<file path="config.mk">
export PLATFORM = sky130hd
export DESIGN_NAME = multi_channel_divider
export DESIGN_NICKNAME = d
export VERILOG_FILES = /design/src/rtl/multi_channel_divider.sv
export SDC_FILE = /design/constraint.sdc
export NUM_CORES = 1
export LEC_CHECK = 0
export CORE_MARGIN = 3
export CORE_UTILIZATION = 50
export DETAILED_ROUTE_END_ITERATION = 10
export PLACE_DENSITY_LB_ADDON = 0.08
export SLEW_MARGIN = 20
export SYNTH_ARGS = -nofsm -noshare
export SYNTH_HDL_FRONTEND = slang
export SYNTH_SLANG_ARGS = --single-unit
</file>
<file path="constraint.sdc">
create_clock -name pulse_clock -period 11.6 [get_ports pulse_clock]
set_input_delay 1.74 -clock pulse_clock [delete_from_list [all_inputs] [get_ports pulse_clock]]
set_output_delay 1.74 -clock pulse_clock [all_outputs]
set_load 0.01 [all_outputs]
</file>
<file path="src/rtl/multi_channel_divider.sv">
// -----------------------------------------------------------------------------
// multi_channel_divider
//
// N-channel programmable clock divider. Each channel counts input clock edges
// and produces a registered divided output with a runtime-programmable period
// (P) and high time (H). Configuration writes land in a pending register per
// channel. The pending values are copied into the active registers:
//   - on the wrap edge of that channel,
//   - on every edge while the channel is idle (active P < 2),
//   - on sync_restart, which also phase-aligns every channel.
//
// Optional feature (compile-time macro DIVIDER_PHASE_EN):
//   When defined, cfg_sel=2 writes a per-channel pending phase. On sync_restart
//   the counter loads that phase (0 if the phase is not below the new period),
//   and the output is preloaded to (loaded count < H).
//   When undefined, there are no phase registers, cfg_sel=2 is ignored, and
//   sync_restart always loads the counter with 0.
//
// Parameters
//   CHANNELS        number of independent channels (1..16)
//   WIDTH           width of period / high / phase / counter registers
//   DEFAULT_PERIOD  period loaded into every channel on reset
//   DEFAULT_HIGH    high time loaded into every channel on reset
//
// Ports
//   pulse_clock     in   sole clock, rising edge
//   external_reset  in   asynchronous active-high reset
//   enable          in   global count enable; low freezes counters and outputs
//   sync_restart    in   single-cycle pulse; restart all channels aligned
//   cfg_wr          in   configuration write strobe
//   cfg_chan        in   target channel of the write
//   cfg_sel         in   0 = period, 1 = high time, 2 = phase, 3 = reserved
//   cfg_data        in   value written
//   divided_clock   out  per-channel divided output (registered)
//   period_tick     out  per-channel one-cycle pulse on the wrap edge
// -----------------------------------------------------------------------------
module multi_channel_divider #(
    parameter int CHANNELS       = 4,
    parameter int WIDTH          = 16,
    parameter int DEFAULT_PERIOD = 10,
    parameter int DEFAULT_HIGH   = 5,
    localparam int CHAN_W        = (CHANNELS > 1) ? $clog2(CHANNELS) : 1
) (
    input  logic                pulse_clock,
    input  logic                external_reset,
    input  logic                enable,
    input  logic                sync_restart,
    input  logic                cfg_wr,
    input  logic [CHAN_W-1:0]   cfg_chan,
    input  logic [1:0]          cfg_sel,
    input  logic [WIDTH-1:0]    cfg_data,
    output logic [CHANNELS-1:0] divided_clock,
    output logic [CHANNELS-1:0] period_tick
);

    localparam logic [WIDTH-1:0] RST_PERIOD = WIDTH'(DEFAULT_PERIOD);
    localparam logic [WIDTH-1:0] RST_HIGH   = WIDTH'(DEFAULT_HIGH);
    localparam logic [WIDTH-1:0] ZERO       = '0;
    localparam logic [WIDTH-1:0] ONE        = WIDTH'(1);
    localparam logic [WIDTH-1:0] TWO        = WIDTH'(2);

    localparam logic [1:0] SEL_PERIOD = 2'd0;
    localparam logic [1:0] SEL_HIGH   = 2'd1;
    localparam logic [1:0] SEL_PHASE  = 2'd2;

    // Channel indices beyond CHANNELS-1 are silently dropped (only reachable
    // when CHANNELS is not a power of two).
    logic cfg_hit;
    assign cfg_hit = cfg_wr && (int'(cfg_chan) < CHANNELS);

    for (genvar c = 0; c < CHANNELS; c++) begin : g_chan

        logic             chan_sel;
        logic [WIDTH-1:0] pend_p_q, pend_p_d;
        logic [WIDTH-1:0] pend_h_q, pend_h_d;
        logic [WIDTH-1:0] act_p_q,  act_p_d;
        logic [WIDTH-1:0] act_h_q,  act_h_d;
        logic [WIDTH-1:0] cnt_q,    cnt_d;
        logic             div_q,    div_d;
        logic             tick_q,   tick_d;
        logic             idle;
        logic             wrap;
        logic [WIDTH-1:0] last_cnt;
        logic [WIDTH-1:0] restart_cnt;
        logic             restart_div;

        assign chan_sel = cfg_hit && (int'(cfg_chan) == c);

        // A period below 2 cannot produce a toggling output, so the channel
        // parks. last_cnt is only consumed when not idle, so P-1 never wraps.
        assign idle     = (act_p_q < TWO);
        assign last_cnt = act_p_q - ONE;
        assign wrap     = !idle && (cnt_q == last_cnt);

`ifdef DIVIDER_PHASE_EN
        logic [WIDTH-1:0] pend_ph_q, pend_ph_d;

        always_comb begin
            pend_ph_d = pend_ph_q;
            if (chan_sel && (cfg_sel == SEL_PHASE)) begin
                pend_ph_d = cfg_data;
            end
        end

        always_ff @(posedge pulse_clock or posedge external_reset) begin
            if (external_reset) begin
                pend_ph_q <= ZERO;
            end else begin
                pend_ph_q <= pend_ph_d;
            end
        end

        // Restart uses the pre-write pending values (the registers, not the
        // next-state), so a write on the restart edge only reaches pending.
        // An out-of-range phase or an idle new period falls back to 0.
        always_comb begin
            restart_cnt = ZERO;
            if ((pend_p_q >= TWO) && (pend_ph_q < pend_p_q)) begin
                restart_cnt = pend_ph_q;
            end
        end
        assign restart_div = (pend_p_q >= TWO) && (restart_cnt < pend_h_q);
`else
        assign restart_cnt = ZERO;
        assign restart_div = 1'b0;
`endif

        // Pending registers: written by the config port only.
        always_comb begin
            pend_p_d = pend_p_q;
            pend_h_d = pend_h_q;
            if (chan_sel) begin
                case (cfg_sel)
                    SEL_PERIOD: pend_p_d = cfg_data;
                    SEL_HIGH:   pend_h_d = cfg_data;
                    default:    ;
                endcase
            end
        end

        // Counter / output / shadow-load next state. Priority:
        // restart > idle > enabled counting > frozen.
        always_comb begin
            act_p_d = act_p_q;
            act_h_d = act_h_q;
            cnt_d   = cnt_q;
            div_d   = div_q;
            tick_d  = 1'b0;
            if (sync_restart) begin
                act_p_d = pend_p_q;
                act_h_d = pend_h_q;
                cnt_d   = restart_cnt;
                div_d   = restart_div;
            end else if (idle) begin
                act_p_d = pend_p_q;
                act_h_d = pend_h_q;
                cnt_d   = ZERO;
                div_d   = 1'b0;
            end else if (enable) begin
                cnt_d  = wrap ? ZERO : (cnt_q + ONE);
                // Output lags the counter by one edge: cnt=0 gives the first
                // high cycle. H=0 stays low, H>=P stays high.
                div_d  = (cnt_q < act_h_q);
                tick_d = wrap;
                if (wrap) begin
                    act_p_d = pend_p_q;
                    act_h_d = pend_h_q;
                end
            end
        end

        always_ff @(posedge pulse_clock or posedge external_reset) begin
            if (external_reset) begin
                pend_p_q <= RST_PERIOD;
                pend_h_q <= RST_HIGH;
                act_p_q  <= RST_PERIOD;
                act_h_q  <= RST_HIGH;
                cnt_q    <= ZERO;
                div_q    <= 1'b0;
                tick_q   <= 1'b0;
            end else begin
                pend_p_q <= pend_p_d;
                pend_h_q <= pend_h_d;
                act_p_q  <= act_p_d;
                act_h_q  <= act_h_d;
                cnt_q    <= cnt_d;
                div_q    <= div_d;
                tick_q   <= tick_d;
            end
        end

        assign divided_clock[c] = div_q;
        assign period_tick[c]   = tick_q;
    end

endmodule

</file>
==> metrics.md <==
| Metric | Value |
|---|---|
| DRC violation count after routing | 0 |
| Initial cell density of the core | 51.4% |
| Largest fanout on the critical path | 46 |
| Cell class contributing the biggest share of worst-path delay | buffers and inverters |
| Hold Path Origin | g_chan[1].pend_h_q[2] |
| Number of max-slew violations in the final report | 0 |
| Number of different library cells in the post-synthesis netlist | 76 |
| Smallest setup slack after layout | 7010 ps |
| Routing usage on met3 | around 2.7% |
| Maximum operating frequency | 218 MHz |
| Post-place setup slack | 6470 ps |
| Switching fraction of total power | 28.8% |
| 1st-pass router iterations | 5 |
| Antenna violations before repair | 0 |
| Cell Area, Synth | 16900 sq um |
| Data required time of the worst path | 11990 ps |
| Leading cell types in the layout, fill and taps excluded | 296 x dfrtp_1, 177 x mux2_2, 104 x nor2_1 |
| Number of nets in the layout | between 1500 and 2000 |
| Final GP Congestion | 0.897 |
| Setup violation total in the final timing report | 0 |
| TritonCTS clock tree | done |
| Port Buffer Count | 32 |
| Die area | 36100 sq um |
| Post-DR vias/cell | 5.60 |
| Maximum number of pins on one net before global-route repair | 107 |
| Final Critical Period | 4590 ps |
| Worst-margin pin slew | 1050 ps |
| Cell with the largest stage delay on the worst path | clkdlybuf4s50_1 |
| Antenna diode count | 0 |
| Total power divided by cell area | 182 nW/um^2 |
| DP Wirelength | 25000 um |
| Starting DRC count in detailed routing | 626 |
| Sequential element share of the synthesized area | 48.7% |
| Net load switching power | 984 uW |
| Portion of total power attributed to sequential cells | 46.6% |
| Part of the cycle the worst path needs | 39.6% |
| Setup_tns | 0 ps |
| Crit path launch type | input port |
| Remaining number of nets flagged by the antenna check after routing | 0 |
| Max-cap check violation count | 0 |
| Launching element of the worst setup path | enable |
| Endpoint kind of the worst setup timing path | flop |
| Combinational cell fraction of total power | 20.7% |
| Mapped Avg Cell Area | ~11 sq um |
| Clock latency at the later pin of the worst-skew pair | 520 ps |
| Predominant post-synthesis flop cell | dfrtp_1 |
| Final number of hold-violating endpoints | 0 |
| Register cell area after layout | 8250 sq um |
| Number of fill cells in the layout | 2788 |
| Number of synthesized flops with an enable pin | 0 |
| Slowest cell delay on critical path | 1020 ps |
| Instance count of the mapped netlist | 1477 |
| Sinks on the clock net | approximately 330 |
| Met1 track demand over resource in global routing | between 30 and 40% |
| Internal portion of total power | 2.43 mW |
| Worst R2R Start | g_chan[1].act_p_q[0] |
| RSZ-0062 raised after global routing | no |
| Maximum clock skew at final layout | 14.1 ps |
| Overflow left after global routing | 0 |
| Flops & latches, synth | 328 |
| Chip height | 190 um |
| Critical path arrival | 4990 ps |
| Type of the worst setup path | input port to flop |
| First-pass GRT wire length | 62000 um |
| Leak pwr | 8.38 nW |
| Global-route track usage on met2 | 33.0% |
| Final wirelength | roughly 37000 um |
| Async S/R FF share, synth | 100% |
| Total via count in the routed design | roughly 11000 |
| Relative slew margins | between 20% and 30% |
| Number of CTS-inserted buffers | 37 |
| Tightest Hold Check Type | flop to flop |
| Leading cell type in the layout, fill and taps excluded | dfrtp_1 |
| Overall global routing resource usage | 21.5% |
| Core Box Area | 32900 sq um |
| Synthesized net count | 1570 |
| Horizontal extent of the die | 190 um |
| Count of buffering cells on the critical path with inverters included | 2 |
| Post-CTS setup repair buffer count | 0 |
| Routing layer with the top usage in global route | met2 |
| WL/cell | 19.0 um |
| # hold bufs at CTS | 0 |
| Status | completed |
| Cell at the root of the clock tree | clkbuf_16 |
| Peak supply drop | roughly 0.11 mV |
| Number of warnings printed during yosys synthesis | 0 |
| Area of combinational cells with multiple inputs | 8060 sq um |
| Number of gates given a new drive strength after cts | 0 |
| Fraction of power consumed by the clock network | 32.7% |
| Number of global-route vias before repair | 11086 |
| Share of cells above drive strength 1 | 21.2% |
| Number of core rows | 66 |
| Clock-pin transition on the worst setup and hold timing paths | 60 ps |
| List of cells traversed by the critical path | clkdlybuf4s50_1 -> inv_1 -> or4_1 -> nand2_2 -> mux2_2 |
| Io pins | 33 |
| H-tree depth reported by CTS | 2 |
| Synthesis-to-layout area growth | 10.8% |
| Clock tree buffer depth | 3 |
## Yosys cell counts, types with 11 or more instances
master / instances / area [sq um]
clkbuf_1: 33 / 124
buf_4: 12 / 90.1
mux2_1: 33 / 372
nor3_1: 34 / 170
nand3_1: 35 / 175
inv_1: 81 / 304
mux2_4: 23 / 345
mux2_2: 177 / 1990
xnor2_1: 65 / 569
and3_1: 12 / 75.1
nand2_1: 80 / 300
nand4_1: 28 / 175
nor4_1: 13 / 81.3
nor3b_1: 11 / 82.6
ha_1: 68 / 851
o21ai_0: 41 / 205
xor2_1: 61 / 534
a21oi_1: 33 / 165
dfstp_2: 32 / 841
nor2_1: 104 / 390
nor2b_1: 12 / 75.1
dfrtp_1: 296 / 7410
a21o_1: 25 / 188
## state kept, by name (all words and copies together) (netlist names)
register	flops
g_chan.act_h_q	64
g_chan.act_p_q	64
g_chan.cnt_q	64
g_chan.div_q	4
g_chan.pend_h_q	64
g_chan.pend_p_q	64
g_chan.tick_q	4
## layout make-up
class | count | share of cell area [%]
well taps | 442 | 2.95
repair buffers | 45 | 2.33
clock inverters | 5 | 0.153
inverters | 81 | 1.66
clock buffers | 62 | 6.03
multi-input cells | 1007 | 42.9
flip-flops and latches | 328 | 43.9
## power by group through the flow
| stage | combinational (mW) | sequential [mW] | clock [mW] |
|---|---|---|---|
| floorplan | 0.590 | 1.54 | 0 |
| global placement | 0.688 | 1.60 | 0 |
| detailed placement | 0.706 | 1.61 | 0 |
| CTS | 0.712 | 1.59 | 1.15 |
| global route | 0.797 | 1.63 | 1.19 |
| finish | 0.708 | 1.59 | 1.12 |
## routing by layer
metal | vias up | wire (um)
met4 | 0 | 816
met3 | 50 | 1150
met5 | - | 0
met1 | 5541 | 18800
met2 | 149 | 16700
li1 | 5285 | -
## final timing paths
path / endpoint / slack [ps] / depth (start not counted)
max reg2reg: g_chan[1].act_p_q[2] / 7500 / 10
min: g_chan[1].act_h_q[2] / 480 / 2
max: g_chan[2].act_p_q[9] / 7010 / 5
max in group asynchronous: g_chan[1].act_h_q[2] / 7720 / 5
min reg2reg: g_chan[1].act_h_q[2] / 480 / 2
min in group asynchronous: g_chan[0].act_p_q[14] / 1790 / 2
## kinds of logic (layout without fill, tap and decap cells)
logic type | count (synthesis) | after routing | share of synthesized area (%)
AO/OA/AOI/OAI | 164 | 164 | 6.63
adder cells (fa/ha/maj) | 68 | 68 | 5.02
XOR/XNOR | 126 | 126 | 6.52
flip-flops | 328 | 328 | 48.7
buffers and inverters | 142 | 193 | 3.85
multiplexers | 240 | 240 | 16.4
AND/OR/NAND/NOR | 409 | 409 | 12.9
## through the flow
| step | power, mW | std cells | area, sq um | util, % | hold WS, ps |
|---|---|---|---|---|---|
| finish | 3.42 | 1970 | 18800 | 57.0 | 477 |
| global route | 3.62 | 1970 | 18800 | 57.0 | 499 |
| CTS | 3.45 | 1969 | 18700 | 56.9 | 482 |
| detailed placement | 2.32 | 1902 | 17600 | 53.4 | 466 |
| global placement | 2.29 | 1902 | 17600 | 53.4 | 460 |
| floorplan | 2.13 | 1477 | 16900 | - | 444 |
## tightest hold or removal path: cells and delay by family, from the launching register on
family | cells | cell delay (ps)
flip-flops | 1 | 370
AO/OA/AOI/OAI | 1 | 60
AND/OR/NAND/NOR | 1 | 40
No activity file was read; power rests on OpenSTA's default activity.
